--- src/rtl/init_pkg.sv ---
// init_pkg: shared state encoding, defaults and counter-width helper for init_seq.
package init_pkg;
  typedef enum logic [1:0] {HOLD, WAIT, STAGE, DONE} state_t;
  localparam int DEF_SYNC_STAGES = 2;
  localparam int DEF_DELAY = 16;
  localparam int DEF_STEP = 8;
  localparam int DEF_NCH = 4;
  function automatic int cnt_w(input int delay, input int step);
    int m;
    m = delay > step ? delay : step;
    return m > 1 ? $clog2(m) : 1;
  endfunction
endpackage

--- src/rtl/rst_sync_chain.sv ---
// rst_sync_chain: async-assert / sync-deassert reset synchroniser of STAGES flops.
module rst_sync_chain #(
  parameter int STAGES = 2
) (
  input  logic clk,
  input  logic rst,
  output logic rst_sync,
  output logic rst_sync_nxt
);
  logic [STAGES-1:0] sync_q, sync_d;
  if (STAGES < 2) begin : g_chk
    $error("rst_sync_chain: STAGES must be >= 2");
  end
  always_comb sync_d = {sync_q[STAGES-2:0], 1'b0};
  always_ff @(posedge clk or posedge rst)
    if (rst) sync_q <= '1;
    else sync_q <= sync_d;
  assign rst_sync = sync_q[STAGES-1];
  // lets the sequencer leave HOLD on the very edge rst_sync falls
  assign rst_sync_nxt = sync_d[STAGES-1];
endmodule

--- src/rtl/init_seq.sv ---
// init_seq: power-up sequencer raising NCH thermometer init enables after a hold-off.
module init_seq
  import init_pkg::*;
#(
  parameter int SYNC_STAGES = DEF_SYNC_STAGES,
  parameter int DELAY = DEF_DELAY,
  parameter int STEP = DEF_STEP,
  parameter int NCH = DEF_NCH
) (
  input  logic           clk,
  input  logic           rst,
  input  logic           restart,
  output logic [NCH-1:0] ini,
  output logic           done,
  output logic           busy,
  output logic           rst_sync
);
  localparam int CW = cnt_w(DELAY, STEP);
  localparam logic [CW-1:0] DLY_LD = CW'(DELAY - 1);
  localparam logic [CW-1:0] STP_LD = CW'(STEP - 1);
  if (DELAY < 1 || STEP < 1 || NCH < 1 || SYNC_STAGES < 2) begin : g_chk
    $error("init_seq: illegal parameters");
  end
  state_t state_q, state_d;
  logic [CW-1:0] cnt_q, cnt_d;
  logic [NCH-1:0] ini_q, ini_d, ini_nxt;
  logic done_q, done_d, busy_q, busy_d, rs_nxt;
  rst_sync_chain #(.STAGES(SYNC_STAGES)) u_sync (
    .clk(clk),
    .rst(rst),
    .rst_sync(rst_sync),
    .rst_sync_nxt(rs_nxt)
  );
  always_comb begin
    ini_nxt = (ini_q << 1) | NCH'(1);
    state_d = state_q;
    cnt_d = cnt_q;
    ini_d = ini_q;
    done_d = done_q;
    if (restart && state_q != HOLD) begin
      state_d = WAIT;
      cnt_d = DLY_LD;
      ini_d = '0;
      done_d = 1'b0;
    end else if (state_q == HOLD) begin
      state_d = rs_nxt ? HOLD : WAIT;
      cnt_d = rs_nxt ? cnt_q : DLY_LD;
    end else if (state_q != DONE) begin
      if (cnt_q == '0) begin
        ini_d = ini_nxt;
        done_d = ini_nxt[NCH-1];
        state_d = ini_nxt[NCH-1] ? DONE : STAGE;
        cnt_d = STP_LD;
      end else begin
        cnt_d = cnt_q - 1'b1;
      end
    end
    busy_d = state_d == WAIT || state_d == STAGE;
  end
  always_ff @(posedge clk or posedge rst)
    if (rst) begin
      state_q <= HOLD;
      cnt_q <= '0;
      ini_q <= '0;
      done_q <= 1'b0;
      busy_q <= 1'b0;
    end else begin
      state_q <= state_d;
      cnt_q <= cnt_d;
      ini_q <= ini_d;
      done_q <= done_d;
      busy_q <= busy_d;
    end
  assign ini = ini_q;
  assign done = done_q;
  assign busy = busy_q;
endmodule
--- config.mk ---
export PLATFORM = sky130hd
export DESIGN_NAME = init_seq
export DESIGN_NICKNAME = d
export VERILOG_FILES = /design/src/rtl/init_pkg.sv /design/src/rtl/rst_sync_chain.sv /design/src/rtl/init_seq.sv
export SDC_FILE = /design/constraint.sdc
export NUM_CORES = 1
export LEC_CHECK = 0
export CAP_MARGIN = 25
export CORE_MARGIN = 1.5
export CORE_UTILIZATION = 52
export CTS_CLUSTER_SIZE = 14
export DETAILED_ROUTE_END_ITERATION = 16
export PLACE_DENSITY = 0.84
export SYNTH_ARGS = -nofsm -noshare
export SYNTH_HDL_FRONTEND = slang
export SYNTH_SLANG_ARGS = --single-unit
export TNS_END_PERCENT = 20
--- constraint.sdc ---
create_clock -name clk -period 1.7 [get_ports clk]
set_input_delay 0.34 -clock clk [delete_from_list [all_inputs] [get_ports clk]]
set_output_delay 0.34 -clock clk [all_outputs]
set_load 0.03 [all_outputs]
==> flow_summary_export.csv, run 1 <==
group,metric,value,unit
global_routing,overflow,0,
hold_path,holdCritPathClass,"in -> async",
yosys,synth_edf_count,0,
clock_network,path_clk_slew,0.08,ns
yosys,syn_nets,77,
sta,finalCritPeriodShare,0.939,
drt,drt_iter0_markers,2,
setup_path,worstSetupPathType,"reg -> reg",
pwr,p_int,0.000434,W
yosys,ys_warn_count,0,
status,status,"complete, no violations",
pwr,leakage,0.408,nW
drt,wl_per_cell,14.5,um
floorplan,initial_core_util,0.565,
layout,fill_cells,116,
sta,fin_crit,1.60,ns
sta,fmax,627,MHz
yosys,syn_avg_cell_area,10.3,sq um
floorplan,ios,10,
clock_network,numClockSinks,13,
floorplan,die-width,41.1,um
pwr,p_seq_frac,0.574,
global_routing,grtUsageTotal,0.215,
setup_path,cp_max_fo,6,
sta,rsz0062_at_grt,"false",
clock_network,cts_buffers,3,
setup_path,required,1.87,ns
global_routing,grt_util_met1,0.284,
yosys,synth_cell_type_count,40,
yosys,synth_top_area_cell,"dfrtp_1",
drt,vias_per_cell,5.83,
place,gp_congestion,0.848,
place,hpwl,1060,um
sta,final.setup.worst_slack,0.104,ns
clock_network,cts_max_path_buffers,2,
place,dp_slack,0.0704,ns
pwr,power_density,648,nW/um^2
clock_network,ctsHoldBuffers,0,
place,port_buffers,9,
drt,drc,0,
global_routing,grt_pass1_wl,2300,um
clock_network,htreeDepth,1,
yosys,synth_top_flop_cell,"dfrtp_1",
yosys,synth_area,753,sq um
clock_network,clkLatencyLatePin,0.28,ns
global_routing,met2_usage,0.328,
yosys,synthTopCellsByArea,"dfrtp_1, dfstp_2, buf_4",
layout,final_util,0.660,
layout,areaGrowthSynthToFinish,16.9,%
global_routing,top_usage_layer,"met2",
floorplan,fp-row-count,13,
global_routing,use_met3,0.0652,
pwr,ir_worst_vdd,0.000408,V
clock_network,cts_tree,"yes",
global_routing,antenna_found_initial,0,
clock_network,cts-root-buf,"clkbuf_4",
floorplan,die_y,41.1,um
pwr,p_comb_frac,0.088,
sta,maxSlewViolCount,0,
drt,num_vias,577,
pwr,clockPowerShare,0.338,
flow_run,drv_cap,0,
sta,tns,0,ns
drt,routed_wl,1430,um
floorplan,dieArea,1690,sq um
layout,layout-drive-gt1-share,0.202,
yosys,ys_seq_elements,13,
setup_path,start_kind,"register",
yosys,synth_top_area_frac,0.365,
pwr,switching_share,0.239,
global_routing,grt_pass1_vias,529,
setup_path,critPathCaptureType,"register",
drt,dr.pass1.iters,3,
pwr,power.switching,0.000136,W
yosys,async_flop_share,1.00,
pwr,p_total,0.000571,W
drt,drtAntennaViolNets,0,
floorplan,core_area,1330,sq um
sta,setup_violations,0,
setup_path,critPathArrivalTime,1.76,ns
yosys,synth-seq-area-share,0.435,
yosys,netlist_instances,73,
layout,antenna_cells,0,
sta,finalHoldViolations,0,
sta,skew,0.00158,ns
global_routing,grt_max_degree,14,
layout,nets,89,
## state kept, by name, summed over array words and instances (netlist names)
| signal | flops |
|---|---|
| u_sync.sync_q | 2 |
| cnt_q | 4 |
| state_q | 2 |
| ini | 4 |
| busy | 1 |
## power groups by stage
stage               clock network (W)  registers (W)  logic (W)
floorplan                           0       0.000333  0.0000321
global placement                    0       0.000332  0.0000503
detailed placement                  0       0.000333  0.0000517
CTS                          0.000194       0.000327  0.0000504
global route                 0.000214       0.000329  0.0000579
finish                       0.000193       0.000327  0.0000505
## through the flow
stage	area (sq um)	instances	hold WS, ns
2_1_floorplan	753	73	0.216
3_3_place_gp	852	95	0.356
3_5_place_dp	852	95	0.358
4_1_cts	872	99	0.367
5_1_grt	881	99	0.386
6_report	881	99	0.370
## logic make-up (layout without fill, tap and decap cells)
| group | count (synthesis) | count (layout) | share of synthesized area |
|---|---|---|---|
| AOI/OAI and AO/OA | 20 | 20 | 0.208 |
| xor gates and xnor gates | 1 | 1 | 0.0116 |
| adders and majority gates | 2 | 2 | 0.0299 |
| buffers and inverters | 12 | 23 | 0.0781 |
| DFF | 13 | 13 | 0.435 |
| muxes | 1 | 1 | 0.0133 |
| other | 1 | 1 | 0.00498 |
| and+or+nand+nor | 23 | 23 | 0.219 |
## path summary, 6_finish.rpt
| path | from | endpoint | slack, ns | cells past startpoint |
|---|---|---|---|---|
| min reg2reg | u_sync.sync_q[0] | u_sync.sync_q[1] | 0.37 | 0 |
| min in group clk | u_sync.sync_q[0] | u_sync.sync_q[1] | 0.37 | 0 |
| max reg2reg | cnt_q[0] | ini[3] | 0.10 | 5 |
| max | cnt_q[0] | ini[3] | 0.10 | 5 |
| max in group asynchronous | rst | u_sync.sync_q[1] | 0.99 | 2 |
| min | rst | state_q[1] | 0.37 | 2 |
## cells in the final DEF, fill, tap and decap left out, types with 2 or more instances in the layout
cell	synthesis	final
a211oi_1	2	2
a21oi_1	3	3
buf_4	3	3
clkbuf_4	0	3
clkdlybuf4s50_1	0	3
dfrtp_1	11	11
dfstp_2	2	2
dlygate4sd2_1	0	5
inv_1	6	6
nand2_1	3	3
nor2_1	2	2
nor2b_1	2	2
nor3b_1	3	3
o211ai_1	3	3
o21ai_0	2	2
o2bb2ai_1	2	2
or3b_4	2	2
## worst max-delay path: stages (launching register included)
cell and delay, ns:
dfrtp_1 0.42, inv_1 0.08, ha_1 0.26, or3b_4 0.43
a221oi_2 0.22, nand2_1 0.07
## layer usage
layer / up-vias / share of wire
li1: 291 / -
met1: 274 / 0.48
met2: 10 / 0.46
met3: 2 / 0.038
met4: 0 / 0.013
met5: - / 0
## synth_stat cells (2+ instances only)
cell type,number
dfrtp_1,11
inv_1,6
a21oi_1,3
buf_4,3
nand2_1,3
nor3b_1,3
o211ai_1,3
a211oi_1,2
buf_2,2
dfstp_2,2
nor2_1,2
nor2b_1,2
o21ai_0,2
o2bb2ai_1,2
or3b_4,2
## area by class of cell
| class | instances | area, sq um | share of cell area |
|---|---|---|---|
| Clock buffer | 4 | 26.3 | 0.0298 |
| Inverter | 7 | 26.3 | 0.0298 |
| Multi-Input combinational cell | 48 | 373 | 0.423 |
| Sequential cell | 13 | 328 | 0.372 |
| Tap cell | 15 | 18.8 | 0.0213 |
| Timing Repair Buffer | 12 | 109 | 0.124 |
## what timing repair did
action / CTS / global route
gates resized for setup: 5 / 2
setup buffers: 0 / 0
hold endpoints to repair: 0 / 0
setup endpoints to repair: 5 / 2
(Power assumes the default switching activity.)
==> run 2: changes to the inputs <==
--- a/config.mk
+++ b/config.mk
@@ -11,6 +11,7 @@
 export CTS_CLUSTER_SIZE = 14
 export DETAILED_ROUTE_END_ITERATION = 16
 export PLACE_DENSITY = 0.84
+export RECOVER_POWER = 100
 export SYNTH_ARGS = -nofsm -noshare
 export SYNTH_HDL_FRONTEND = slang
 export SYNTH_SLANG_ARGS = --single-unit
==> run 2 against run 1 <==
Against the previous run: via count shrank 1.0%; routed wire length rose by 0.84%; maximum frequency fell by 0.15%; largest power group unchanged; critical path type is now reg -> out; total power up 0.10%.
==> flow_summary_export.csv, run 2 (same netlist as run 1, synthesis figures left out) <==
group,metric,value,unit
drt,drt_iter0_markers,2,
clock_network,clkLatencyLatePin,0.28,ns
sta,hold_slack,0.370,ns
setup_path,cpMaxStageDelayCell,"clkdlybuf4s50_1",
clock_network,path_clk_slew,0.08,ns
setup_path,r2r_start,"cnt_q[0]",
sta,skew,0.00135,ns
drt,vias_per_cell,5.77,
floorplan,dieArea,1690,sq um
layout,nets,89,
setup_path,path_buf_inv,1,
sta,tns,0,ns
clock_network,cts-root-buf,"clkbuf_4",
hold_path,holdCritPathClass,"reg -> reg",
place,hpwl,1060,um
drt,num_vias,571,
floorplan,ios,10,
sta,finalHoldViolations,0,
hold_path,hold_path_depth,0,
flow_run,drv_cap,0,
floorplan,fp-row-count,13,
setup_path,cpLargestDelayFamily,"buffers and inverters",
global_routing,use_met3,0.0652,
setup_path,timing.rr.end,"ini[3]",
sta,setup_violations,0,
global_routing,grt_max_degree,14,
pwr,leakage,0.384,nW
drt,wl_per_cell,14.6,um
status,status,"complete, no violations",
global_routing,top_usage_layer,"met2",
setup_path,start_kind,"register",
sta,finalCritPeriodShare,0.940,
clock_network,htreeDepth,1,
floorplan,initial_core_util,0.565,
drt,routed_wl,1450,um
global_routing,overflow,0,
global_routing,grt_util_met1,0.284,
hold_path,min-delay-start,"u_sync.sync_q[0]",
global_routing,antenna_found_initial,0,
drt,drc,0,
hold_path,hold_end,"u_sync.sync_q[1]",
place,port_buffers,9,
layout,layout-drive-gt1-share,0.167,
setup_path,required,1.36,ns
clock_network,cts_tree,"yes",
clock_network,numClockSinks,13,
floorplan,die_y,41.1,um
layout,fill_cells,120,
pwr,power_density,660,nW/um^2
setup_path,critPathCaptureType,"output pin",
setup_path,critPathArrivalTime,1.26,ns
layout,antenna_cells,0,
sta,fin_crit,1.60,ns
clock_network,cts_buffers,3,
setup_path,worstSetupPathType,"reg -> out",
floorplan,die-width,41.1,um
setup_path,worst_r2r_path_depth,5,
setup_path,max_stage_delay,0.66,ns
clock_network,cts_max_path_buffers,2,
drt,drtAntennaViolNets,0,
place,gp_congestion,0.848,
sta,maxSlewViolCount,0,
pwr,ir_worst_vdd,0.000412,V
global_routing,grt_pass1_wl,2300,um
floorplan,core_area,1330,sq um
layout,final_common_cell,"dfrtp_1",
clock_network,postCtsSetupBuffers,0,
sta,fmax,626,MHz
setup_path,rrSetupSlack,0.11,ns
setup_path,cp_max_fo,1,
drt,dr.pass1.iters,3,
global_routing,met2_usage,0.328,
setup_path,path_cells,"clkdlybuf4s50_1",
layout,final_cell_mix,"dfrtp_1, inv_1, dlygate4sd2_1",
layout,areaGrowthSynthToFinish,15.0,%
sta,rsz0062_at_grt,"false",
global_routing,grtUsageTotal,0.215,
global_routing,grt_pass1_vias,529,
==> run 2: through the flow <==
step	utilization	worst slack (ns)	power [W]	cell area [sq um]	cells
3_5_place_dp	0.639	0.0704	0.000385	852	95
5_1_grt	0.649	0.0205	0.000599	866	99
3_3_place_gp	0.639	0.0898	0.000383	852	95
2_1_floorplan	-	0.278	0.000365	753	73
6_report	0.649	0.101	0.000571	866	99
4_1_cts	0.654	0.0342	0.000572	872	99
==> run 2: how the worst max path moves through the flow <==
stage | startpoint | to | slack, ns | cells past startpoint
after floorplan | cnt_q[0] | ini[3] | 0.28 | 5
after global placement | restart | ini[3] | 0.09 | 4
after global routing | cnt_q[0] | ini[3] | 0.02 | 5
final | busy | busy | 0.10 | 1
after detailed placement | restart | ini[3] | 0.07 | 4
after CTS | ini[0] | ini[0] | 0.03 | 1
==> run 2: final cells by class <==
type,instances,area [sq um],share of cell area
sequential,13,328,0.379
clock buffer,4,26.3,0.0303
multi-input combinational,48,367,0.423
inverter,7,26.3,0.0303
tap,15,18.8,0.0217
timing repair buffer,12,100,0.116
==> run 2: layer usage <==
layer | routed length, um | vias to the layer above
met4 | 19 | 0
met1 | 722 | 272
met2 | 650 | 10
met3 | 53 | 2
li1 | - | 287
met5 | 0 | -
==> run 2: what timing repair did <==
action                                  CTS  global route
hold buffers                              0             0
resized for setup                         5             2
endpoints found under the setup margin    5             2
==> run 2: power by group <==
part | switching [W] | internal [W] | leakage, nW
Sequential | 0.00000826 | 0.000319 | 0.146
Combinational | 0.0000264 | 0.0000233 | 0.222
Clock | 0.000103 | 0.0000912 | 0.0150
Total | 0.000138 | 0.000433 | 0.384
==> run 3: changes to the inputs <==
--- a/config.mk
+++ b/config.mk
@@ -6,12 +6,13 @@
 export NUM_CORES = 1
 export LEC_CHECK = 0
 export CAP_MARGIN = 25
-export CORE_MARGIN = 1.5
+export CORE_MARGIN = 2
 export CORE_UTILIZATION = 52
 export CTS_CLUSTER_SIZE = 14
 export DETAILED_ROUTE_END_ITERATION = 16
-export PLACE_DENSITY = 0.84
+export PLACE_DENSITY = 0.82
 export RECOVER_POWER = 100
+export SLEW_MARGIN = 20
 export SYNTH_ARGS = -nofsm -noshare
 export SYNTH_HDL_FRONTEND = slang
 export SYNTH_SLANG_ARGS = --single-unit
==> run 3 against run 2 <==
Against the previous run: combinational power down 2%; via count up 6.5%; total power up 0.47%; final area unchanged; non-clock buffer count unchanged; register-to-register slack about the same; sequential cell count unchanged; sequential share of layout area unchanged; clock-buffer cell count unchanged; setup slack worse by 0.0010 ns; routed wire length up 7.5%.
==> flow_summary_export.csv, run 3 (same netlist as run 1, synthesis figures left out) <==
group,metric,value,unit
sta,hold_slack,0.367,ns
sta,finalCritPeriodShare,0.941,
drt,wl_per_cell,15.7,um
setup_path,cpMaxStageDelayCell,"clkdlybuf4s50_1",
layout,areaGrowthSynthToFinish,15.0,%
clock_network,numClockSinks,13,
sta,finalHoldViolations,0,
hold_path,min-delay-start,"u_sync.sync_q[0]",
drt,drc,0,
drt,dr.pass1.iters,4,
sta,worstMarginPinSlew,0.505,ns
layout,final_cell_mix,"dfrtp_1, inv_1, dlygate4sd2_1",
floorplan,dieArea,1770,sq um
setup_path,cp_max_fo,1,
floorplan,fp-row-count,13,
drt,drt_iter0_markers,14,
hold_path,hold_path_depth,0,
floorplan,die-width,42.1,um
setup_path,start_kind,"register",
clock_network,path_clk_slew,0.07,ns
pwr,leakage,0.384,nW
drt,vias_per_cell,6.14,
global_routing,overflow,0,
drt,num_vias,608,
flow_run,drv_cap,0,
pwr,ir_worst_vdd,0.000385,V
setup_path,critPathArrivalTime,1.26,ns
sta,tns,0,ns
setup_path,rrSetupSlack,0.11,ns
clock_network,htreeDepth,1,
layout,nets,89,
clock_network,ctsHoldBuffers,0,
layout,layout-drive-gt1-share,0.179,
clock_network,clkLatencyLatePin,0.29,ns
floorplan,initial_core_util,0.565,
global_routing,grt_pass1_wl,2600,um
setup_path,required,1.36,ns
global_routing,antenna_found_initial,0,
setup_path,worstSetupPathType,"reg -> out",
sta,fin_crit,1.60,ns
place,port_buffers,9,
sta,relSlewSlack,0.663,
hold_path,hold_end,"u_sync.sync_q[1]",
setup_path,timing.rr.end,"ini[3]",
global_routing,grt_max_degree,14,
status,status,"complete, no violations",
drt,routed_wl,1550,um
global_routing,grt_pass1_vias,513,
setup_path,max_stage_delay,0.66,ns
setup_path,r2r_start,"cnt_q[0]",
floorplan,core_area,1330,sq um
place,gp_congestion,0.877,
global_routing,grtUsageTotal,0.203,
clock_network,cts_max_path_buffers,2,
sta,setup_violations,0,
clock_network,cts-root-buf,"clkbuf_4",
sta,rsz0062_at_grt,"false",
sta,maxSlewViolCount,0,
setup_path,path_buf_inv,1,
pwr,power_density,663,nW/um^2
setup_path,worst_r2r_path_depth,5,
floorplan,die_y,42.1,um
place,hpwl,1100,um
clock_network,cts_tree,"yes",
drt,drtAntennaViolNets,0,
sta,fmax,625,MHz
layout,final_common_cell,"dfrtp_1",
setup_path,critPathCaptureType,"output pin",
layout,antenna_cells,0,
hold_path,holdCritPathClass,"reg -> reg",
setup_path,cpLargestDelayFamily,"buffers and inverters",
sta,skew,0.00589,ns
setup_path,path_cells,"clkdlybuf4s50_1",
clock_network,cts_buffers,3,
floorplan,ios,10,
==> run 3: cell counts in the layout (fill, tap and decap cells not counted) <==
Identical to the previous run, type by type.
==> run 3: how the worst max path moves through the flow <==
| stage | startpoint | end | slack (ns) | depth (start not counted) |
|---|---|---|---|---|
| floorplan | cnt_q[0] | ini[3] | 0.28 | 5 |
| global placement | cnt_q[0] | ini[1] | 0.13 | 5 |
| detailed placement | restart | cnt_q[0] | 0.1 | 5 |
| CTS | ini[0] | ini[0] | 0.02 | 1 |
| global route | cnt_q[0] | ini[3] | 0.02 | 5 |
| finish | busy | busy | 0.10 | 1 |
==> run 3: per-stage QoR <==
step	power [W]	worst slack [ns]	instances	area (sq um)	utilization
after floorplan	0.000365	0.278	73	753	-
after global placement	0.000381	0.126	95	852	0.639
after detailed placement	0.000383	0.0979	95	852	0.639
after CTS	0.000580	0.0153	99	872	0.654
after global routing	0.000599	0.0173	99	866	0.649
final	0.000574	0.100	99	866	0.649
==> run 3: power by group <==
group | switching [W] | leakage [nW] | total, W | internal [W]
clock network | 0.000106 | 0.0150 | 0.000198 | 0.0000913
registers | 0.00000830 | 0.147 | 0.000327 | 0.000319
logic | 0.0000269 | 0.222 | 0.0000488 | 0.0000219
==> run 3: repair_timing <==
action                                  CTS  global route
buffers inserted                          0             0
gates resized for setup                   5             2
endpoints found under the setup margin    5             2
==> run 3: final cells by class <==
| cell class | count | area [sq um] |
|---|---|---|
| multi-input cells | 48 | 367 |
| clock buffers | 4 | 26.3 |
| inverters | 7 | 26.3 |
| fillers | 108 | 468 |
| repair buffers | 12 | 100 |
| flip-flops and latches | 13 | 328 |
| well taps | 15 | 18.8 |
==> run 3: per-layer routing <==
layer,global-route usage,part of all wire
met1,0.287,0.49
met2,0.281,0.45
met3,0.0517,0.032
met4,0.113,0.024
met5,0,0
